### src/rtl/stack_arbiter.sv
// rtl/stack_arbiter.sv - round-robin arbiter and push/pop handshake sequencer for a shared LIFO stack
// Optional feature macro: STACK_ARB_STATUS_EN (adds level/full outputs and the occupancy consistency check)
module stack_arbiter #(
    parameter int WIDTH = 2,
    parameter int DEPTH = 256
) (
    input  logic             CLK,
    input  logic             RST_N,
    input  logic             clr,
    input  logic             req0,
    input  logic             req1,
    input  logic             op0,
    input  logic             op1,
    input  logic [WIDTH-1:0] wdata0,
    input  logic [WIDTH-1:0] wdata1,
    output logic             ack0,
    output logic             ack1,
    output logic             err0,
    output logic             err1,
    output logic [WIDTH-1:0] rdata,
    output logic             stk_init,
    output logic             stk_push,
    output logic             stk_pop,
    output logic [WIDTH-1:0] stk_din,
    input  logic [WIDTH-1:0] stk_dout,
    input  logic             stk_empty
`ifdef STACK_ARB_STATUS_EN
    ,
    output logic [$clog2(DEPTH)-1:0] level,
    output logic                     full
`endif
);

    localparam int CW = $clog2(DEPTH);
    // One slot is held back so the stack index never wraps back to zero.
    localparam logic [CW-1:0] CNT_MAX = CW'(DEPTH - 1);

    typedef enum logic [1:0] {
        IDLE  = 2'd0,
        ISSUE = 2'd1,
        RESP  = 2'd2
    } state_t;

    state_t           state_q, state_d;
    logic [CW-1:0]    cnt_q, cnt_d;
    logic             last_q, last_d;
    logic             gnt_q, gnt_d;
    logic             gop_q, gop_d;
    logic             ack0_q, ack0_d;
    logic             ack1_q, ack1_d;
    logic             err0_q, err0_d;
    logic             err1_q, err1_d;
    logic [WIDTH-1:0] rdata_q, rdata_d;
    logic             stk_init_q, stk_init_d;
    logic             stk_push_q, stk_push_d;
    logic             stk_pop_q, stk_pop_d;
    logic [WIDTH-1:0] stk_din_q, stk_din_d;

    // Arbitration helpers: a client still seeing its own ack is not eligible.
    logic             elig0, elig1, any_elig;
    logic             sel;
    logic             sel_op;
    logic [WIDTH-1:0] sel_wdata;

    // Completion event for this cycle: which client, and whether it was rejected.
    logic             done;
    logic             done_err;
    logic             done_client;

    // Pick the winner among eligible clients; on a tie the client not granted last time wins.
    always_comb begin
        elig0     = req0 & ~ack0_q;
        elig1     = req1 & ~ack1_q;
        any_elig  = elig0 | elig1;
        sel       = (elig0 & elig1) ? ~last_q : elig1;
        sel_op    = sel ? op1 : op0;
        sel_wdata = sel ? wdata1 : wdata0;
    end

    // Next-state, occupancy tracking and registered command/response generation.
    always_comb begin
        state_d     = state_q;
        cnt_d       = cnt_q;
        last_d      = last_q;
        gnt_d       = gnt_q;
        gop_d       = gop_q;
        rdata_d     = '0;
        stk_init_d  = 1'b0;
        stk_push_d  = 1'b0;
        stk_pop_d   = 1'b0;
        stk_din_d   = stk_din_q;
        done        = 1'b0;
        done_err    = 1'b0;
        done_client = gnt_q;

        if (clr) begin
            // Clear wins over everything; an operation already granted is closed out as an error.
            stk_init_d = 1'b1;
            cnt_d      = '0;
            last_d     = 1'b1;
            state_d    = IDLE;
            if (state_q != IDLE) begin
                done        = 1'b1;
                done_err    = 1'b1;
                done_client = gnt_q;
            end
        end else begin
            case (state_q)
                IDLE: begin
                    if (any_elig) begin
                        last_d = sel;
                        gnt_d  = sel;
                        gop_d  = sel_op;
                        if (!sel_op) begin
                            if (cnt_q == CNT_MAX) begin
                                done        = 1'b1;
                                done_err    = 1'b1;
                                done_client = sel;
                            end else begin
                                stk_push_d = 1'b1;
                                stk_din_d  = sel_wdata;
                                cnt_d      = cnt_q + 1'b1;
                                state_d    = ISSUE;
                            end
                        end else begin
                            if (cnt_q == '0) begin
                                done        = 1'b1;
                                done_err    = 1'b1;
                                done_client = sel;
                            end else begin
                                stk_pop_d = 1'b1;
                                cnt_d     = cnt_q - 1'b1;
                                state_d   = ISSUE;
                            end
                        end
                    end
                end
                ISSUE: begin
                    // Stack performs the operation on this edge; dout is valid afterwards.
                    state_d = RESP;
                end
                RESP: begin
                    done        = 1'b1;
                    done_err    = 1'b0;
                    done_client = gnt_q;
                    if (gop_q) begin
                        rdata_d = stk_dout;
                    end
                    state_d = IDLE;
                end
                default: begin
                    state_d = IDLE;
                end
            endcase
        end

        ack0_d = done & ~done_client;
        ack1_d = done & done_client;
        err0_d = ack0_d & done_err;
        err1_d = ack1_d & done_err;
    end

    // State and output registers; reset clears any in-flight operation without acknowledging it.
    always_ff @(posedge CLK or negedge RST_N) begin
        if (!RST_N) begin
            state_q    <= IDLE;
            cnt_q      <= '0;
            last_q     <= 1'b1;
            gnt_q      <= 1'b0;
            gop_q      <= 1'b0;
            ack0_q     <= 1'b0;
            ack1_q     <= 1'b0;
            err0_q     <= 1'b0;
            err1_q     <= 1'b0;
            rdata_q    <= '0;
            stk_init_q <= 1'b0;
            stk_push_q <= 1'b0;
            stk_pop_q  <= 1'b0;
            stk_din_q  <= '0;
        end else begin
            state_q    <= state_d;
            cnt_q      <= cnt_d;
            last_q     <= last_d;
            gnt_q      <= gnt_d;
            gop_q      <= gop_d;
            ack0_q     <= ack0_d;
            ack1_q     <= ack1_d;
            err0_q     <= err0_d;
            err1_q     <= err1_d;
            rdata_q    <= rdata_d;
            stk_init_q <= stk_init_d;
            stk_push_q <= stk_push_d;
            stk_pop_q  <= stk_pop_d;
            stk_din_q  <= stk_din_d;
        end
    end

    assign ack0     = ack0_q;
    assign ack1     = ack1_q;
    assign err0     = err0_q;
    assign err1     = err1_q;
    assign rdata    = rdata_q;
    assign stk_init = stk_init_q;
    assign stk_push = stk_push_q;
    assign stk_pop  = stk_pop_q;
    assign stk_din  = stk_din_q;

`ifdef STACK_ARB_STATUS_EN
    logic [CW-1:0] level_q;
    logic          full_q;

    // Registered occupancy status, tracking cnt.
    always_ff @(posedge CLK or negedge RST_N) begin
        if (!RST_N) begin
            level_q <= '0;
            full_q  <= 1'b0;
        end else begin
            level_q <= cnt_d;
            full_q  <= (cnt_d == CNT_MAX);
        end
    end

    assign level = level_q;
    assign full  = full_q;

    // The stack's own empty flag must agree with the occupancy counter once a clear has settled.
    always @(posedge CLK) begin
        if (RST_N && (state_q == IDLE) && !stk_init_q) begin
            assert (stk_empty == (cnt_q == '0));
        end
    end
`else
    logic unused_stk_empty;
    assign unused_stk_empty = stk_empty;
`endif

endmodule

### config.mk
export PLATFORM = sky130hd
export DESIGN_NAME = stack_arbiter
export DESIGN_NICKNAME = d
export VERILOG_FILES = /design/src/rtl/stack_arbiter.sv
export SDC_FILE = /design/constraint.sdc
export NUM_CORES = 1
export LEC_CHECK = 0
export ABC_AREA = 1
export CAP_MARGIN = 10
export CORE_MARGIN = 8
export CORE_UTILIZATION = 50
export DETAILED_ROUTE_END_ITERATION = 6
export PLACE_DENSITY = 0.76
export SLEW_MARGIN = 20
export SYNTH_ARGS = -nofsm -noshare
export SYNTH_HDL_FRONTEND = slang
export SYNTH_SLANG_ARGS = --single-unit
### constraint.sdc
create_clock -name CLK -period 6 [get_ports CLK]
set_clock_uncertainty 0.1 [all_clocks]
set_input_delay 0.6 -clock CLK [delete_from_list [all_inputs] [get_ports CLK]]
set_output_delay 0.6 -clock CLK [all_outputs]
set_load 0.02 [all_outputs]
==> impl_metrics.csv <==
group,metric,value,unit
timing,setup_viol,0,
floorplan,die-width,69.6,um
critical_path,start_kind,"input pin",
placement,place_ws,2.98,ns
cts,post_cts_buffers,0,
timing,max_slew.worst_pin.slew,0.545,ns
cts,cts_tree,"done",
cts,clk_pin_slew,0.14,ns
layout,utilization,0.637,
timing,fin_ws,3.30,ns
logic_synthesis,yosysSeqAreaShare,0.418,
logic_synthesis,yosysWarnings,0,
timing,fin_hold_ws,0.135,ns
power_and_ir_drop,p_leak,0.910,nW
critical_path,end_kind,"register",
routing,drt-vias-per-instance,5.29,
power_and_ir_drop,irDropWorstVdd,0.306,mV
floorplan,core,2760,um^2
placement,post-place-cells,240,
floorplan,initial_core_util,0.522,
timing,hold_viol_final,0,
grt,grt_max_degree,25,
logic_synthesis,synth_edf_count,0,
outcome,status,"completed",
logic_synthesis,synth_area,1440,um^2
routing,postRouteAntennaNets,0,
logic_synthesis,synth_area_per_cell,7.74,um^2
critical_path,crit_arrival,2.86,ns
logic_synthesis,synth_top_area_frac,0.400,
logic_synthesis,ys_dominant_reg_cell,"dfrtp_1",
grt,antenna_found_initial,0,
placement,io_buffers,23,
routing,drc,0,
logic_synthesis,synth.area.top_cells,"dfrtp_1, nand2_1, inv_1",
layout,drive_gt1_frac,0.117,
layout,final_area,1760,um^2
timing,finalCritPeriodShare,0.449,
timing,drv_slew,0,
grt,grt_pass1_vias,1366,
routing,via_count,1291,
power_and_ir_drop,clockPowerShare,0.163,
floorplan,core.rowCount,19,
cts,htree_levels,1,
layout,final_nets,234,
placement,dp_hpwl,2520,um
layout,diodes,0,
grt,grt_usage,0.137,
timing,slew_headroom,0.636,
power_and_ir_drop,pwr-share-seq,0.334,
layout,instances_no_fill,244,
floorplan,die_y,69.6,um
power_and_ir_drop,intPower,0.414,mW
routing,dr.pass1.iters,4,
cts,clock_latency,0.32,ns
power_and_ir_drop,p_sw,0.315,mW
logic_synthesis,syn_inst,186,
timing,fmax,0.371,GHz
critical_path,critical_path_class,"input pin to register",
cts,clkSinkCount,24,
logic_synthesis,synth-seq-cells,24,
cts,clockRootBuffer,"clkbuf_4",
power_and_ir_drop,total_power,0.729,mW
grt,overflow,0,
logic_synthesis,async_reset_ff_frac,1.00,
cts,ctsHoldBuffers,0,
grt,grt_pass1_wl,5710,um
placement,postPlaceCellArea,1710,um^2
timing,period_needed,2.70,ns
run,timing.max_cap.violations,0,
logic_synthesis,syn_nets,206,
power_and_ir_drop,pwr-share-comb,0.503,
cts,cts_buffer_depth,2,
timing,rsz0062_at_grt,"no",
floorplan,io_pins,25,
timing,finalSetupTns,0,ns
hold_path,hold_path.class,"input pin to asynchronous set/reset pin",
critical_path,worst_ep_required_time,6.17,ns
cts,cts_made_buffers,3,
power_and_ir_drop,p_sw_frac,0.432,
placement,gp_congestion,0.858,
cts,cts.repair.resized,0,
logic_synthesis,synth.most_common_cell,"nand2_1",
logic_synthesis,synthTopCellsByCount,"nand2_1, inv_1, dfrtp_1",
layout,area_delta_synth_final,22.0,%
floorplan,dieArea,4850,um^2
routing,drtIter0Drc,54,
logic_synthesis,ys_types,30,
logic_synthesis,synth.largest_area_cell,"dfrtp_1",
routing,wl_per_cell,13.2,um
routing,drt_wl_total,3230,um
critical_path,path_max_fanout,8,
power_and_ir_drop,p_per_area,415,nW/um^2
==> cells by family after synthesis <==
kind of cell | after synthesis | share of synthesized area
xor+xnor | 2 | 0.0122
fa+ha+maj | 6 | 0.0522
simple gates | 100 | 0.333
buf+inv | 30 | 0.0791
flops | 24 | 0.418
compound gates | 24 | 0.105
==> sequential cells by signal, summed over array words and instances, names as in the netlist <==
register / flops
ack0: 1
ack1: 1
cnt_q: 8
err0: 1
err1: 1
gnt_q: 1
gop_q: 1
last_q: 1
rdata: 2
state_q: 2
stk_din: 2
stk_init: 1
stk_pop: 1
stk_push: 1
==> path summary, 6_finish.rpt <==
| path | from | to | slack (ns) | cells past startpoint |
|---|---|---|---|---|
| max in group asynchronous | RST_N | last_q | 5.29 | 1 |
| min in group CLK | state_q[1] | state_q[1] | 0.38 | 1 |
| setup / recovery | req1 | cnt_q[6] | 3.30 | 14 |
| hold / removal | RST_N | cnt_q[2] | 0.14 | 1 |
| hold reg to reg | state_q[1] | state_q[1] | 0.38 | 1 |
| setup reg to reg | last_q | cnt_q[6] | 3.55 | 12 |
==> final cells by class <==
cell class,instances,area (um^2)
clock inverter,1,30.0
fill,247,1000
inverter,30,114
tap,31,38.8
clock buffer,3,22.5
timing repair buffer,23,225
sequential,24,602
multi-input combinational,132,723
==> power groups by stage <==
| stage | logic [mW] | clock network, mW | registers, mW |
|---|---|---|---|
| global placement | 0.354 | 0 | 0.243 |
| floorplan | 0.241 | 0 | 0.263 |
| global route | 0.413 | 0.128 | 0.249 |
| detailed placement | 0.365 | 0 | 0.247 |
| finish | 0.367 | 0.119 | 0.243 |
| CTS | 0.368 | 0.121 | 0.243 |
==> worst max-delay path, stage by stage <==
cell and delay [ns]:
clkdlybuf4s50_1 0.47, inv_2 0.05, nor2_4 0.10, nand2_2 0.13
nand2_1 0.10, nand2_2 0.15, ha_1 0.38, a21oi_1 0.21
nor2_1 0.07, a211oi_1 0.26, nand2_1 0.12, nand2_1 0.08
nand2_1 0.05, o21ai_1 0.10
==> placed cells by master, fill, tap and decap left out, drive strengths merged <==
| cell type | instances |
|---|---|
| a22oi | 1 |
| xor2 | 2 |
| nand3 | 13 |
| nand3b | 1 |
| dfrtp | 23 |
| a211oi | 1 |
| a21oi | 5 |
| o21ai | 12 |
| clkbuf | 3 |
| nor3 | 7 |
| bufinv | 1 |
| nand4 | 2 |
| buf | 1 |
| o22ai | 1 |
| nor2 | 16 |
| a221oi | 1 |
| clkdlybuf4s50 | 22 |
| dfstp | 1 |
| clkinv | 1 |
| ha | 6 |
| inv | 29 |
| nand2 | 61 |
| a21o | 1 |
| a31oi | 2 |
==> per-layer routing <==
layer,global-route usage,routed length [um]
met5,0,0
met4,0.0402,16
met1,0.139,1330
met3,0.0515,238
met2,0.253,1650
(Power assumes the default switching activity.)
